[src/rtl/router_pkg.sv]
// router_pkg: shared FSM states, stats width and header field helpers for the 1xN router.
package router_pkg;
  typedef enum logic [2:0] {IDLE, WAIT_EMPTY, PAYLOAD, PARITY, DROP, CHECK} state_t;
  localparam int STAT_W = 16;
  function automatic int clog2(input int n);
    int r;
    r = 0;
    while ((1 << r) < n) r++;
    return r;
  endfunction
  function automatic int unsigned hdr_addr(input int unsigned h, input int aw);
    return h & ((32'd1 << aw) - 32'd1);
  endfunction
  function automatic int unsigned hdr_len(input int unsigned h, input int aw);
    return h >> aw;
  endfunction
endpackage

[src/rtl/router_if.sv]
// router_if: source, channel-reader and status signals of the 1xN router (stats ports with ROUTER_STATS_EN).
interface router_if #(parameter int DATA_W = 8, parameter int NUM_CH = 3);
  logic pkt_valid;
  logic [DATA_W-1:0] data_in;
  logic busy;
  logic error;
  logic [NUM_CH-1:0] read_enb;
  logic [NUM_CH-1:0] valid_out;
  logic [NUM_CH*DATA_W-1:0] data_out;
  logic [NUM_CH-1:0] soft_reset;
`ifdef ROUTER_STATS_EN
  logic [NUM_CH*16-1:0] pkt_count;
  logic [15:0] drop_count;
  modport master(output pkt_valid, data_in, read_enb,
                 input busy, error, valid_out, data_out, soft_reset, pkt_count, drop_count);
  modport slave(input pkt_valid, data_in, read_enb,
                output busy, error, valid_out, data_out, soft_reset, pkt_count, drop_count);
`else
  modport master(output pkt_valid, data_in, read_enb,
                 input busy, error, valid_out, data_out, soft_reset);
  modport slave(input pkt_valid, data_in, read_enb,
                output busy, error, valid_out, data_out, soft_reset);
`endif
endinterface

[src/rtl/router_fifo_ch.sv]
// router_fifo_ch: first-word-fall-through channel FIFO with synchronous flush; head reads 0 when empty.
module router_fifo_ch
  import router_pkg::*;
#(
  parameter int DATA_W = 8,
  parameter int FIFO_DEPTH = 16
) (
  input  logic              clock,
  input  logic              reset,
  input  logic              push,
  input  logic              pop,
  input  logic              flush,
  input  logic [DATA_W-1:0] data,
  output logic              full,
  output logic              empty,
  output logic [DATA_W-1:0] head
);
  localparam int PW = clog2(FIFO_DEPTH);
  logic [DATA_W-1:0] mem [FIFO_DEPTH];
  logic [PW:0] wp, rp;
  assign empty = wp == rp;
  assign full = (wp[PW] != rp[PW]) && (wp[PW-1:0] == rp[PW-1:0]);
  assign head = empty ? '0 : mem[rp[PW-1:0]];
  always_ff @(posedge clock or posedge reset)
    if (reset) begin
      wp <= '0;
      rp <= '0;
    end else if (flush) begin
      wp <= '0;
      rp <= '0;
    end else begin
      if (push && !full) wp <= wp + 1'b1;
      if (pop && !empty) rp <= rp + 1'b1;
    end
  always_ff @(posedge clock)
    if (push && !full) mem[wp[PW-1:0]] <= data;
endmodule

[src/rtl/router_1xn_core.sv]
// router_1xn_core: 1-to-NUM_CH packet router with parity check and per-channel stall timeout.
// Define ROUTER_STATS_EN to add per-channel packet counters and a drop counter.
module router_1xn_core
  import router_pkg::*;
#(
  parameter int DATA_W = 8,
  parameter int NUM_CH = 3,
  parameter int FIFO_DEPTH = 16,
  parameter int TIMEOUT = 30
) (
  input logic clock,
  input logic reset,
  router_if.slave bus
);
  localparam int ADDR_W = clog2(NUM_CH) > 1 ? clog2(NUM_CH) : 1;
  localparam int LEN_W = DATA_W - ADDR_W;
  localparam int NSLOT = 1 << ADDR_W;
  localparam int TW = clog2(TIMEOUT + 1);
  state_t state, nstate;
  logic [ADDR_W-1:0] dest, addr, sel;
  logic [LEN_W-1:0] len;
  logic [LEN_W:0] cnt;
  logic [DATA_W-1:0] par;
  logic busy, wr, acc, error;
  logic [NUM_CH-1:0] full, empty, flush, push;
  logic [NSLOT-1:0] full_p, emp_p, fl_p;
  assign addr = ADDR_W'(hdr_addr(32'(bus.data_in), ADDR_W));
  assign len = LEN_W'(hdr_len(32'(bus.data_in), ADDR_W));
  assign acc = bus.pkt_valid && !busy;
  assign push = NUM_CH'(wr ? (NSLOT'(1) << sel) : NSLOT'(0));
  assign bus.busy = busy;
  assign bus.error = error;
  assign bus.soft_reset = flush;
  // Unused address slots look like permanently empty, never-full channels, so out-of-range headers need no special lookup.
  for (genvar i = 0; i < NSLOT; i++) begin : g_pad
    if (i < NUM_CH) begin : g_real
      assign emp_p[i] = empty[i];
      assign full_p[i] = full[i];
      assign fl_p[i] = flush[i];
    end else begin : g_none
      assign emp_p[i] = 1'b1;
      assign full_p[i] = 1'b0;
      assign fl_p[i] = 1'b0;
    end
  end
  always_comb begin
    nstate = state;
    busy = 1'b0;
    wr = 1'b0;
    sel = dest;
    case (state)
      IDLE: begin
        sel = addr;
        if (bus.pkt_valid && !emp_p[addr]) begin
          busy = 1'b1;
          nstate = WAIT_EMPTY;
        end else if (bus.pkt_valid) begin
          wr = {1'b0, addr} < (ADDR_W+1)'(NUM_CH);
          nstate = !wr ? DROP : (len == '0 ? PARITY : PAYLOAD);
        end
      end
      WAIT_EMPTY: begin
        busy = 1'b1;
        if (!bus.pkt_valid || emp_p[addr]) nstate = IDLE;
      end
      PAYLOAD, PARITY: begin
        busy = fl_p[dest] || full_p[dest];
        if (fl_p[dest]) nstate = DROP;
        else if (bus.pkt_valid && !full_p[dest]) begin
          wr = 1'b1;
          nstate = state == PARITY ? CHECK : (cnt == (LEN_W+1)'(2) ? PARITY : PAYLOAD);
        end
      end
      DROP: if (bus.pkt_valid && cnt == (LEN_W+1)'(1)) nstate = IDLE;
      CHECK: begin
        busy = 1'b1;
        nstate = IDLE;
      end
      default: nstate = IDLE;
    endcase
  end
  // cnt counts bytes still owed including parity, so a flush into DROP keeps it unchanged.
  always_ff @(posedge clock or posedge reset)
    if (reset) begin
      state <= IDLE;
      dest <= '0;
      cnt <= '0;
      par <= '0;
      error <= 1'b0;
    end else begin
      state <= nstate;
      if (acc && state == IDLE) begin
        dest <= addr;
        cnt <= {1'b0, len} + 1'b1;
        par <= bus.data_in;
        error <= 1'b0;
      end else if (acc) begin
        cnt <= cnt - 1'b1;
        par <= par ^ bus.data_in;
      end
      if (state == CHECK) error <= |par;
    end
  for (genvar i = 0; i < NUM_CH; i++) begin : g_ch
    logic [TW-1:0] tcnt;
    router_fifo_ch #(.DATA_W(DATA_W), .FIFO_DEPTH(FIFO_DEPTH)) u_fifo (
      .clock(clock),
      .reset(reset),
      .push(push[i]),
      .pop(bus.read_enb[i]),
      .flush(flush[i]),
      .data(bus.data_in),
      .full(full[i]),
      .empty(empty[i]),
      .head(bus.data_out[i*DATA_W +: DATA_W])
    );
    assign bus.valid_out[i] = !empty[i];
    assign flush[i] = !empty[i] && tcnt == TW'(TIMEOUT - 1);
    always_ff @(posedge clock or posedge reset)
      if (reset) tcnt <= '0;
      else tcnt <= (empty[i] || bus.read_enb[i] || flush[i]) ? '0 : tcnt + 1'b1;
  end
`ifdef ROUTER_STATS_EN
  logic [STAT_W-1:0] drops;
  for (genvar i = 0; i < NUM_CH; i++) begin : g_stat
    logic [STAT_W-1:0] pc;
    always_ff @(posedge clock or posedge reset)
      if (reset) pc <= '0;
      else if (state == CHECK && dest == ADDR_W'(i) && pc != '1) pc <= pc + 1'b1;
    assign bus.pkt_count[i*STAT_W +: STAT_W] = pc;
  end
  always_ff @(posedge clock or posedge reset)
    if (reset) drops <= '0;
    else if (nstate == DROP && state != DROP && drops != '1) drops <= drops + 1'b1;
  assign bus.drop_count = drops;
`endif
endmodule

[src/flat_wrapper.sv]
// flat-port wrapper written by rule: the top's interface ports become plain ports
module router_1xn_core_flat import router_pkg::*;
#(
  parameter int DATA_W = 8,
  parameter int NUM_CH = 3,
  parameter int FIFO_DEPTH = 16,
  parameter int TIMEOUT = 30
)
  (clock, reset, bus_pkt_valid, bus_data_in, bus_read_enb, bus_busy, bus_error, bus_valid_out, bus_data_out, bus_soft_reset);
  router_if #(.DATA_W(DATA_W), .NUM_CH(NUM_CH)) bus_i ();
  input logic clock;
  input logic reset;
  input wire logic [$bits(bus_i.pkt_valid)-1:0] bus_pkt_valid;
  input wire logic [$bits(bus_i.data_in)-1:0] bus_data_in;
  input wire logic [$bits(bus_i.read_enb)-1:0] bus_read_enb;
  output wire logic [$bits(bus_i.busy)-1:0] bus_busy;
  output wire logic [$bits(bus_i.error)-1:0] bus_error;
  output wire logic [$bits(bus_i.valid_out)-1:0] bus_valid_out;
  output wire logic [$bits(bus_i.data_out)-1:0] bus_data_out;
  output wire logic [$bits(bus_i.soft_reset)-1:0] bus_soft_reset;
  assign bus_i.pkt_valid = bus_pkt_valid;
  assign bus_i.data_in = bus_data_in;
  assign bus_i.read_enb = bus_read_enb;
  assign bus_busy = bus_i.busy;
  assign bus_error = bus_i.error;
  assign bus_valid_out = bus_i.valid_out;
  assign bus_data_out = bus_i.data_out;
  assign bus_soft_reset = bus_i.soft_reset;
  router_1xn_core #(.DATA_W(DATA_W), .NUM_CH(NUM_CH), .FIFO_DEPTH(FIFO_DEPTH), .TIMEOUT(TIMEOUT)) u_core (.clock(clock), .reset(reset), .bus(bus_i));
endmodule
[config.mk]
export PLATFORM = sky130hd
export DESIGN_NAME = router_1xn_core_flat
export DESIGN_NICKNAME = d
export VERILOG_FILES = /design/src/rtl/router_pkg.sv /design/src/rtl/router_if.sv /design/src/rtl/router_fifo_ch.sv /design/src/rtl/router_1xn_core.sv /design/src/flat_wrapper.sv
export SDC_FILE = /design/constraint.sdc
export NUM_CORES = 1
export LEC_CHECK = 0
export CAP_MARGIN = 15
export CELL_PAD_IN_SITES_DETAIL_PLACEMENT = 1
export CELL_PAD_IN_SITES_GLOBAL_PLACEMENT = 2
export CORE_ASPECT_RATIO = 1.75
export CORE_MARGIN = 10
export CORE_UTILIZATION = 53
export CTS_BUF_LIST = sky130_fd_sc_hd__clkbuf_4 sky130_fd_sc_hd__clkbuf_8
export DETAILED_ROUTE_END_ITERATION = 16
export PLACE_DENSITY_LB_ADDON = 0.1
export SLEW_MARGIN = 20
export SYNTH_ARGS = -nofsm -noshare
export SYNTH_HDL_FRONTEND = slang
export SYNTH_SLANG_ARGS = --single-unit
[constraint.sdc]
create_clock -name clock -period 8.9 [get_ports clock]
set_input_delay 0.89 -clock clock [delete_from_list [all_inputs] [get_ports clock]]
set_output_delay 0.89 -clock clock [all_outputs]
set_load 0.03 [all_outputs]
==> impl_metrics.yaml, run 1 <==
global_route:
  antenna_found_initial: 1
  grt_first_pass_wirelength_um: 68000
  grt_overflow: 0
  grt_pass1_vias: 10900
  grt_use_total_pct: 20.2
  grt_max_degree: 67
sta:
  fin_skew_ns: 0.0186
  period_share_pct: 55.0
  max_slew_margin_pct: 24.3
  max_freq_mhz: 204
  finalSetupTns_ns: 0
  rsz0062_at_grt: "no"
  period_needed_ns: 4.89
  hold_viol: 0
  tightest_slew_ns: 1.13
  drv_slew: 0
  whs_ns: 0.498
  finalSetupViolCount: 0
place:
  place_inst: 1565
  gp_congestion: 0.808
  portBuffers: 45
  hpwl_um: 28000
final_layout:
  area_growth_pct: 10.8
  seq_area_um2: 13200
  fillers: 3184
  layout_common_cells: "384 x edfxtp_1, 120 x mux4_2, 63 x dfrtp_1, 62 x clkbuf_8"
  final_common_cell: "edfxtp_1"
  stdcell_count: 1677
  final_util_pct: 59.6
  final_nets: 1203
  drive_gt1_share_pct: 21.8
  multi_input_area_um2: 5540
yosys:
  ys_seq_elements: 450
  syn-num-nets: 1140
  syn_area_um2: 19100
  seq_area_frac_synth_pct: 69.2
  synthCells: 1100
  ys_dominant_reg_cell: "edfxtp_1"
  yosys_warnings: 0
  yosysUniqueCellTypes: 54
  avgSynthCellArea_um2: 17.3
  synth_edf_count: 384
  ys_async_sr_fraction_pct: 14.7
clock_network:
  cts_buffers: 61
  clkTransAtPathRegs_ns: 0.06
  cts_tree: "done"
  cts.sinks: 450
  clk-insertion-delay-late_ns: 0.64
  cts_setup_buffers: 0
  cts.path.max_buffers: 3
  ctsHoldBuffers: 0
  clockRootBuffer: "clkbuf_8"
  cts_htree_levels: 2
  cts_resized: 0
min_path:
  hold_depth: 1
  min_from: "u_core.g_ch[1].tcnt[0]$_DFF_PP0_"
  hp-class: "reg2reg"
  min_to: "u_core.g_ch[1].tcnt[0]$_DFF_PP0_"
critical_path:
  cp_top_family: "simple AND/OR/NAND/NOR gates"
  path_buf_inv: 1
  arrival_ns: 4.00
  endpoint_kind: "primary output"
  cpPeakStageDelay_ns: 0.84
  path_cells: "xnor2_1 -> nand4_1 -> nor2_1 -> o32a_4 -> a311o_1 -> o21ai_0 -> clkdlybuf4s50_1"
  critical_path_class: "reg2out"
  rr_endpoint: "u_core.g_ch[1].u_fifo.mem[3][7]$_DFFE_PP_"
  ff2ff_path_depth: 8
  critPathMaxFanout: 13
  startpoint_type: "flip-flop"
  cp_slowest_cell: "nor2_1"
  timing.rr.start: "u_core.g_ch[0].u_fifo.rp[2]$_DFFE_PP0P_"
  worstPathRequired_ns: 8.01
  r2r_slack_ns: 4.55
power_and_ir_drop:
  power_leakage_uw: 0.00712
  p_total_uw: 6300
  cellPowerDensity_nw_per_um2: 299
  ir_worst_vdd_uv: 225
floorplan:
  die_area_um2: 44200
  initial_core_util_pct: 53.8
  die_w_um: 163
  placementRows: 91
  io_pins: 46
  die_y_um: 271
  core-area_um2: 35400
route:
  wl_um: 43700
  dr.pass1.iters: 5
  vias: 9951
  ant_nets: 0
  first_iter_violations: 653
  drcViolationCount: 0
  wire_per_inst_um: 26.0
  viasPerCell: 5.93
flow_run:
  maxCapViolCount: 0
run_status:
  outcome: "completed"
## final cells by class
cell class / instances / area share [%]
flip-flops and latches: 450 / 62.5
multi-input cells: 567 / 26.3
clock buffers: 78 / 4.61
well taps: 465 / 2.76
repair buffers: 61 / 2.53
clock inverters: 33 / 0.949
inverters: 22 / 0.391
diodes: 1 / 0.0119
## cell families after synthesis
logic type                 share of synthesized area [%]
AOI/OAI and AO/OA                                   3.28
xor gates and xnor gates                            1.98
adders and majority gates                           1.71
buffers and inverters                               2.02
DFF                                                 69.2
muxes                                               14.6
and+or+nand+nor                                     7.26
## cell usage after synthesis (all sizes together) (3+ instances only)
master	count	share of area (%)
nor4	3	0.099
and3	30	1.0
nand4	19	0.66
nor2b	27	0.89
nand2	52	1.0
nand2b	5	0.16
xor2	16	0.74
mux2i	7	0.37
edfxtp	384	61
and4	3	0.15
dfrtp	66	8.7
clkbuf	30	0.60
a21oi	42	1.1
nor2	53	1.1
buf	31	0.99
and2	12	0.39
inv	22	0.43
mux4	120	14
xnor2	27	1.2
nor3	31	0.87
nand3b	5	0.20
nand3	23	0.60
o31ai	5	0.20
ha	26	1.7
o21ai	34	0.89
## sequential cells by signal, summed over array words and instances (netlist names)
register and count:
u_core.g_ch.tcnt 15, u_core.g_ch.u_fifo.mem 384, u_core.state 3, u_core.dest 2
u_core.bus.error 1, u_core.g_ch.u_fifo.rp 15, u_core.par 8, u_core.cnt 7
u_core.g_ch.u_fifo.wp 15
## report_power, final
group	leakage [µW]	internal, µW	switching [µW]
Clock	0.000631	774	762
Sequential	0.00424	2420	237
Combinational	0.00224	986	1120
Total	0.00712	4180	2120
## through the flow
| stage | setup WS [ns] | instance area (µm²) |
|---|---|---|
| floorplan | 5.60 | 19100 |
| global placement | 4.62 | 19900 |
| detailed placement | 4.52 | 19900 |
| CTS | 3.95 | 21100 |
| global route | 3.77 | 21100 |
| finish | 4.01 | 21100 |
## how the worst max path moves through the flow
stage                                                 start  cells past startpoint                                         to  slack, ns
finish              u_core.g_ch[0].u_fifo.rp[2]$_DFFE_PP0P_                      7                                   bus_busy       4.01
floorplan                                    bus_data_in[1]                      5                                   bus_busy       5.60
global route        u_core.g_ch[0].u_fifo.rp[2]$_DFFE_PP0P_                      7                                   bus_busy       3.77
CTS                 u_core.g_ch[0].u_fifo.rp[2]$_DFFE_PP0P_                      7                                   bus_busy       3.95
global placement                             bus_data_in[1]                      7                                   bus_busy       4.62
detailed placement                            bus_pkt_valid                     10  u_core.g_ch[2].u_fifo.mem[2][7]$_DFFE_PP_       4.52
## layer usage
| metal | up-vias | GRT usage (%) | part of all wire (%) |
|---|---|---|---|
| met5 | - | 0 | 0 |
| met4 | 0 | 6.81 | 3.1 |
| met3 | 84 | 2.95 | 3.7 |
| met2 | 210 | 35.9 | 55 |
| met1 | 5192 | 24.4 | 39 |
| li1 | 4465 | - | - |
Note: power is estimated with default switching activity, not from simulation.
==> run 2: changes to the inputs <==
--- a/config.mk
+++ b/config.mk
@@ -10,7 +10,7 @@
 export CELL_PAD_IN_SITES_GLOBAL_PLACEMENT = 2
 export CORE_ASPECT_RATIO = 1.75
 export CORE_MARGIN = 10
-export CORE_UTILIZATION = 53
+export CORE_UTILIZATION = 44
 export CTS_BUF_LIST = sky130_fd_sc_hd__clkbuf_4 sky130_fd_sc_hd__clkbuf_8
 export DETAILED_ROUTE_END_ITERATION = 16
 export PLACE_DENSITY_LB_ADDON = 0.1
==> constraint.sdc (replaced) <==
create_clock -name clock -period 3.9 [get_ports clock]
set_input_delay 0.39 -clock clock [delete_from_list [all_inputs] [get_ports clock]]
set_output_delay 0.39 -clock clock [all_outputs]
set_load 0.03 [all_outputs]
==> run 2 against run 1 <==
Effect of this change: via count grew 1.8%; cell area is 2.7% higher; cell count rose by 9.0%; utilization shrank 8.8 points; highest routed layer unchanged; register-to-register slack got worse by 3.8 ns.
==> impl_metrics.yaml, run 2 (synthesis gave the netlist of run 1 again) <==
route:
  vias: 10100
  dr.pass1.iters: 4
  ant_nets: 0
  wl_um: 46300
  first_iter_violations: 508
  drcViolationCount: 0
  viasPerCell: 5.54
  wire_per_inst_um: 25.3
clock_network:
  cts.path.max_buffers: 3
  clk-insertion-delay-late_ns: 0.61
  cts_buffers: 68
  clkTransAtPathRegs_ns: 0.06
  ctsHoldBuffers: 0
  clockRootBuffer: "clkbuf_8"
  cts_tree: "done"
  cts.sinks: 450
  cts_htree_levels: 3
  cts_resized: 0
  cts_setup_buffers: 0
power_and_ir_drop:
  p_total_uw: 14800
  ir_worst_vdd_uv: 413
  cellPowerDensity_nw_per_um2: 685
  power_leakage_uw: 0.00740
global_route:
  antenna_found_initial: 1
  grt_overflow: 0
  grt_use_total_pct: 18.2
  grt_max_degree: 57
  grt_first_pass_wirelength_um: 71000
  grt_pass1_vias: 11300
min_path:
  hp-class: "in2async"
critical_path:
  arrival_ns: 3.25
  rr_endpoint: "u_core.g_ch[1].u_fifo.mem[8][3]$_DFFE_PP_"
  critical_path_class: "reg2out"
  critPathMaxFanout: 34
  ff2ff_path_depth: 9
  endpoint_kind: "primary output"
  worstPathRequired_ns: 3.51
  timing.rr.start: "u_core.g_ch[1].u_fifo.rp[3]$_DFFE_PP0P_"
  startpoint_type: "flip-flop"
  r2r_slack_ns: 0.76
flow_run:
  maxCapViolCount: 0
final_layout:
  largest_register_ffs: 384
  layout_common_cells: "384 x edfxtp_1, 120 x mux4_2, 76 x clkbuf_8, 63 x dfrtp_1, 57 x buf_4"
  drive_gt1_share_pct: 24.4
  final_common_cell: "edfxtp_1"
  area_growth_pct: 13.7
  final_nets: 1252
place:
  portBuffers: 45
  hpwl_um: 30200
  gp_congestion: 0.794
floorplan:
  die_y_um: 295
  io_pins: 46
  die_area_um2: 52300
  placementRows: 100
  core-area_um2: 42700
  die_w_um: 177
  initial_core_util_pct: 44.7
sta:
  rsz0062_at_grt: "no"
  hold_viol: 0
  finalSetupTns_ns: 0
  finalSetupViolCount: 0
  period_share_pct: 93.3
  max_freq_mhz: 275
  drv_slew: 0
  tightest_slew_ns: 0.978
  max_slew_margin_pct: 34.8
  period_needed_ns: 3.64
  whs_ns: 0.195
  fin_skew_ns: 0.0234
run_status:
  outcome: "completed"
run 2: cell count changes in the layout (fill, tap and decap cells not counted), moves of 3 or more:
cell / before / now
clkinv_2: 13 / 8
clkbuf_8: 62 / 76
buf_4: 17 / 57
nor3_1: 17 / 29
clkinvlp_4: 0 / 4
nor3_2: 14 / 2
buf_12: 0 / 3
run 2: worst max path at each step:
stage,from,to,depth (start not counted)
after floorplan,u_core.g_ch[0].u_fifo.rp[0]$_DFFE_PP0P_,u_core.g_ch[1].u_fifo.mem[1][0]$_DFFE_PP_,10
after global placement,bus_pkt_valid,u_core.g_ch[1].u_fifo.mem[12][6]$_DFFE_PP_,6
after detailed placement,bus_pkt_valid,u_core.g_ch[1].u_fifo.mem[12][6]$_DFFE_PP_,6
after CTS,u_core.g_ch[1].u_fifo.rp[0]$_DFFE_PP0P_,bus_data_out[9],5
after global routing,u_core.g_ch[2].u_fifo.wp[0]$_DFFE_PP0P_,bus_data_out[19],6
final,u_core.g_ch[1].u_fifo.rp[0]$_DFFE_PP0P_,bus_data_out[9],5
run 2: layout make-up:
type                    count  area (µm²)
fillers                  3995       21000
multi-input cells         567        5480
clock inverters            31         158
flip-flops and latches    450       13200
repair buffers            103         878
inverters                  22        83.8
well taps                 561         702
clock buffers              93        1170
diodes                      1        2.50
run 2: where the power goes:
part           internal, µW  leakage, µW  switching (µW)  total [µW]
logic                  2360      0.00246            2790        5160
clock network          1970     0.000694            1810        3780
registers              5540      0.00424             363        5900
total                  9870      0.00740            4970       14800
run 2: worst max-delay path, stage by stage (launching register included):
cell and delay [ns]:
dfrtp_2 0.41, buf_12 0.27, mux4_2 0.60, mux4_2 0.54, nor2b_1 0.17, clkdlybuf4s50_1 0.60
run 2: stage by stage:
step / util (%) / cells / cell area, µm² / setup WS [ns]
after detailed placement: 47.7 / 1703 / 20300 / 0.703
after CTS: 50.8 / 1827 / 21700 / 0.189
after global routing: 50.8 / 1828 / 21700 / 0.117
after global placement: 47.7 / 1703 / 20300 / 0.694
final: 50.8 / 1828 / 21700 / 0.263
after floorplan: - / 1100 / 19100 / 0.984
run 2: routing by layer:
metal	global-route usage, %	up-vias	routed length, µm
li1	-	4565	-
met1	21.3	5334	18000
met2	33.0	168	25700
met3	3.07	62	1620
met4	5.81	0	1010
met5	0	-	0
==> run 3: changes to the inputs <==
--- a/config.mk
+++ b/config.mk
@@ -10,9 +10,10 @@
 export CELL_PAD_IN_SITES_GLOBAL_PLACEMENT = 2
 export CORE_ASPECT_RATIO = 1.75
 export CORE_MARGIN = 10
-export CORE_UTILIZATION = 44
+export CORE_UTILIZATION = 53
 export CTS_BUF_LIST = sky130_fd_sc_hd__clkbuf_4 sky130_fd_sc_hd__clkbuf_8
 export DETAILED_ROUTE_END_ITERATION = 16
+export HOLD_SLACK_MARGIN = 0.05
 export PLACE_DENSITY_LB_ADDON = 0.1
 export SLEW_MARGIN = 20
 export SYNTH_ARGS = -nofsm -noshare
==> constraint.sdc (replaced) <==
create_clock -name clock -period 4.4 [get_ports clock]
set_input_delay 0.44 -clock clock [delete_from_list [all_inputs] [get_ports clock]]
set_output_delay 0.44 -clock clock [all_outputs]
set_load 0.03 [all_outputs]
==> run 3 against run 2 <==
Effect of this change: first-iteration DRC count rose by 31%; clock power shrank 13%; cell count shrank 6.7%; hold slack gained 0.076 ns; register-to-register slack better by 0.14 ns; critical endpoint is now bus_busy.
==> impl_metrics.yaml, run 3 (synthesis gave the netlist of run 1 again) <==
clock_network:
  cts_tree: "done"
  ctsHoldBuffers: 0
  cts.path.max_buffers: 3
  clockRootBuffer: "clkbuf_8"
  clkTransAtPathRegs_ns: 0.07
  cts_htree_levels: 3
  cts.sinks: 450
  cts_resized: 0
  clk-insertion-delay-late_ns: 0.62
  cts_setup_buffers: 0
  cts_buffers: 66
critical_path:
  startpoint_type: "flip-flop"
  rr_endpoint: "u_core.g_ch[1].u_fifo.mem[9][4]$_DFFE_PP_"
  crit_path_start: "u_core.g_ch[2].u_fifo.rp[2]$_DFFE_PP0P_"
  critical_path_class: "reg2out"
  r2r_slack_ns: 0.90
  critPathMaxFanout: 13
  arrival_ns: 3.57
  worstPathRequired_ns: 3.96
  ff2ff_path_depth: 7
  endpoint_kind: "primary output"
  crit_path_end: "bus_busy"
  timing.rr.start: "u_core.g_ch[0].u_fifo.wp[2]$_DFFE_PP0P_"
route:
  drcViolationCount: 0
  wl_um: 43500
  wire_per_inst_um: 25.5
  first_iter_violations: 667
  viasPerCell: 5.96
  ant_nets: 0
  dr.pass1.iters: 5
  vias: 10200
min_path:
  hp-class: "in2reg"
  hold_depth: 3
final_layout:
  largest_register_ffs: 384
  multi_input_area_um2: 5480
  layout_common_cells: "384 x edfxtp_1, 120 x mux4_2, 71 x clkbuf_8, 63 x dfrtp_1"
  seq_area_um2: 13200
  stdcell_count: 1706
  final_nets: 1235
  fillers: 3165
  final_common_cell: "edfxtp_1"
  area_growth_pct: 12.2
  drive_gt1_share_pct: 23.5
floorplan:
  die_y_um: 271
  placementRows: 91
  die_w_um: 163
  io_pins: 46
  die_area_um2: 44200
  initial_core_util_pct: 53.8
  core-area_um2: 35400
sta:
  finalSetupTns_ns: 0
  finalSetupViolCount: 0
  rsz0062_at_grt: "no"
  period_share_pct: 91.1
  period_needed_ns: 4.01
  fin_skew_ns: 0.0261
  hold_viol: 0
  drv_slew: 0
  max_slew_margin_pct: 34.2
  tightest_slew_ns: 0.987
  max_freq_mhz: 249
run_status:
  outcome: "completed"
power_and_ir_drop:
  power_leakage_uw: 0.00730
  ir_worst_vdd_uv: 452
  cellPowerDensity_nw_per_um2: 605
global_route:
  grt_max_degree: 58
  grt_first_pass_wirelength_um: 67800
  grt_use_total_pct: 20.3
  grt_pass1_vias: 11200
  antenna_found_initial: 1
  grt_overflow: 0
place:
  gp_congestion: 0.783
  portBuffers: 45
  place_inst: 1592
  hpwl_um: 29100
flow_run:
  maxCapViolCount: 0
-- run 3: cell count changes in the layout (fill, tap and decap cells not counted), moves of 2 or more --
cell / delta
clkbuf_8: -5
buf_4: -13
clkinv_1: -10
clkdlybuf4s50_1: +2
buf_12: -2
buf_2: -2
-- run 3: final cells by class --
class | count | area share (%)
Clock inverter | 24 | 0.820
Multi-Input combinational cell | 567 | 25.7
Antenna cell | 1 | 0.0117
Timing Repair Buffer | 88 | 3.51
Clock buffer | 89 | 5.20
Tap cell | 465 | 2.72
Inverter | 22 | 0.386
Sequential cell | 450 | 61.7
-- run 3: worst min path at each step --
stage | start | to
floorplan | u_core.g_ch[0].tcnt[0]$_DFF_PP0_ | u_core.g_ch[0].tcnt[0]$_DFF_PP0_
global placement | u_core.g_ch[1].tcnt[0]$_DFF_PP0_ | u_core.g_ch[1].tcnt[0]$_DFF_PP0_
detailed placement | u_core.g_ch[1].tcnt[0]$_DFF_PP0_ | u_core.g_ch[1].tcnt[0]$_DFF_PP0_
CTS | bus_data_in[1] | u_core.dest[1]$_DFFE_PP0P_
global route | bus_data_in[1] | u_core.dest[1]$_DFFE_PP0P_
finish | bus_data_in[1] | u_core.dest[1]$_DFFE_PP0P_
-- run 3: critical path, stage by stage (launching register included) --
cell and delay, ns:
dfrtp_1 0.74, xnor2_1 0.15, nand4_1 0.21, o32ai_1 0.17
o22ai_1 0.50, a21oi_1 0.12, o21ai_0 0.32, clkdlybuf4s50_1 0.75
-- run 3: where the power goes --
| group | internal [µW] | switching, µW | leakage, µW | total (µW) |
|---|---|---|---|---|
| combinational | 2050 | 2300 | 0.00238 | 4340 |
| clock | 1720 | 1580 | 0.000679 | 3300 |
| sequential | 4910 | 366 | 0.00424 | 5270 |
-- run 3: per-stage QoR --
stage               hold slack, ns  util, %  power, µW  setup WS (ns)  cell area, µm²
floorplan                    0.461        -       8420           1.48           19100
global placement             0.481     56.7       9710          0.953           20100
detailed placement           0.488     56.7       9790          0.895           20100
CTS                          0.230     60.3      13100          0.287           21400
global route                 0.258     60.4      13600          0.165           21400
finish                       0.271     60.4      12900          0.391           21400
-- run 3: metal layers --
| metal | wire, µm | vias to the layer above | GRT usage (%) | part of all wire, % |
|---|---|---|---|---|
| met3 | 1820 | 76 | 3.54 | 4.2 |
| met4 | 1200 | 0 | 7.48 | 2.7 |
| met2 | 24800 | 240 | 37.2 | 57 |
| met1 | 15700 | 5334 | 22.8 | 36 |
| li1 | - | 4513 | - | - |
| met5 | 0 | - | 0 | 0 |
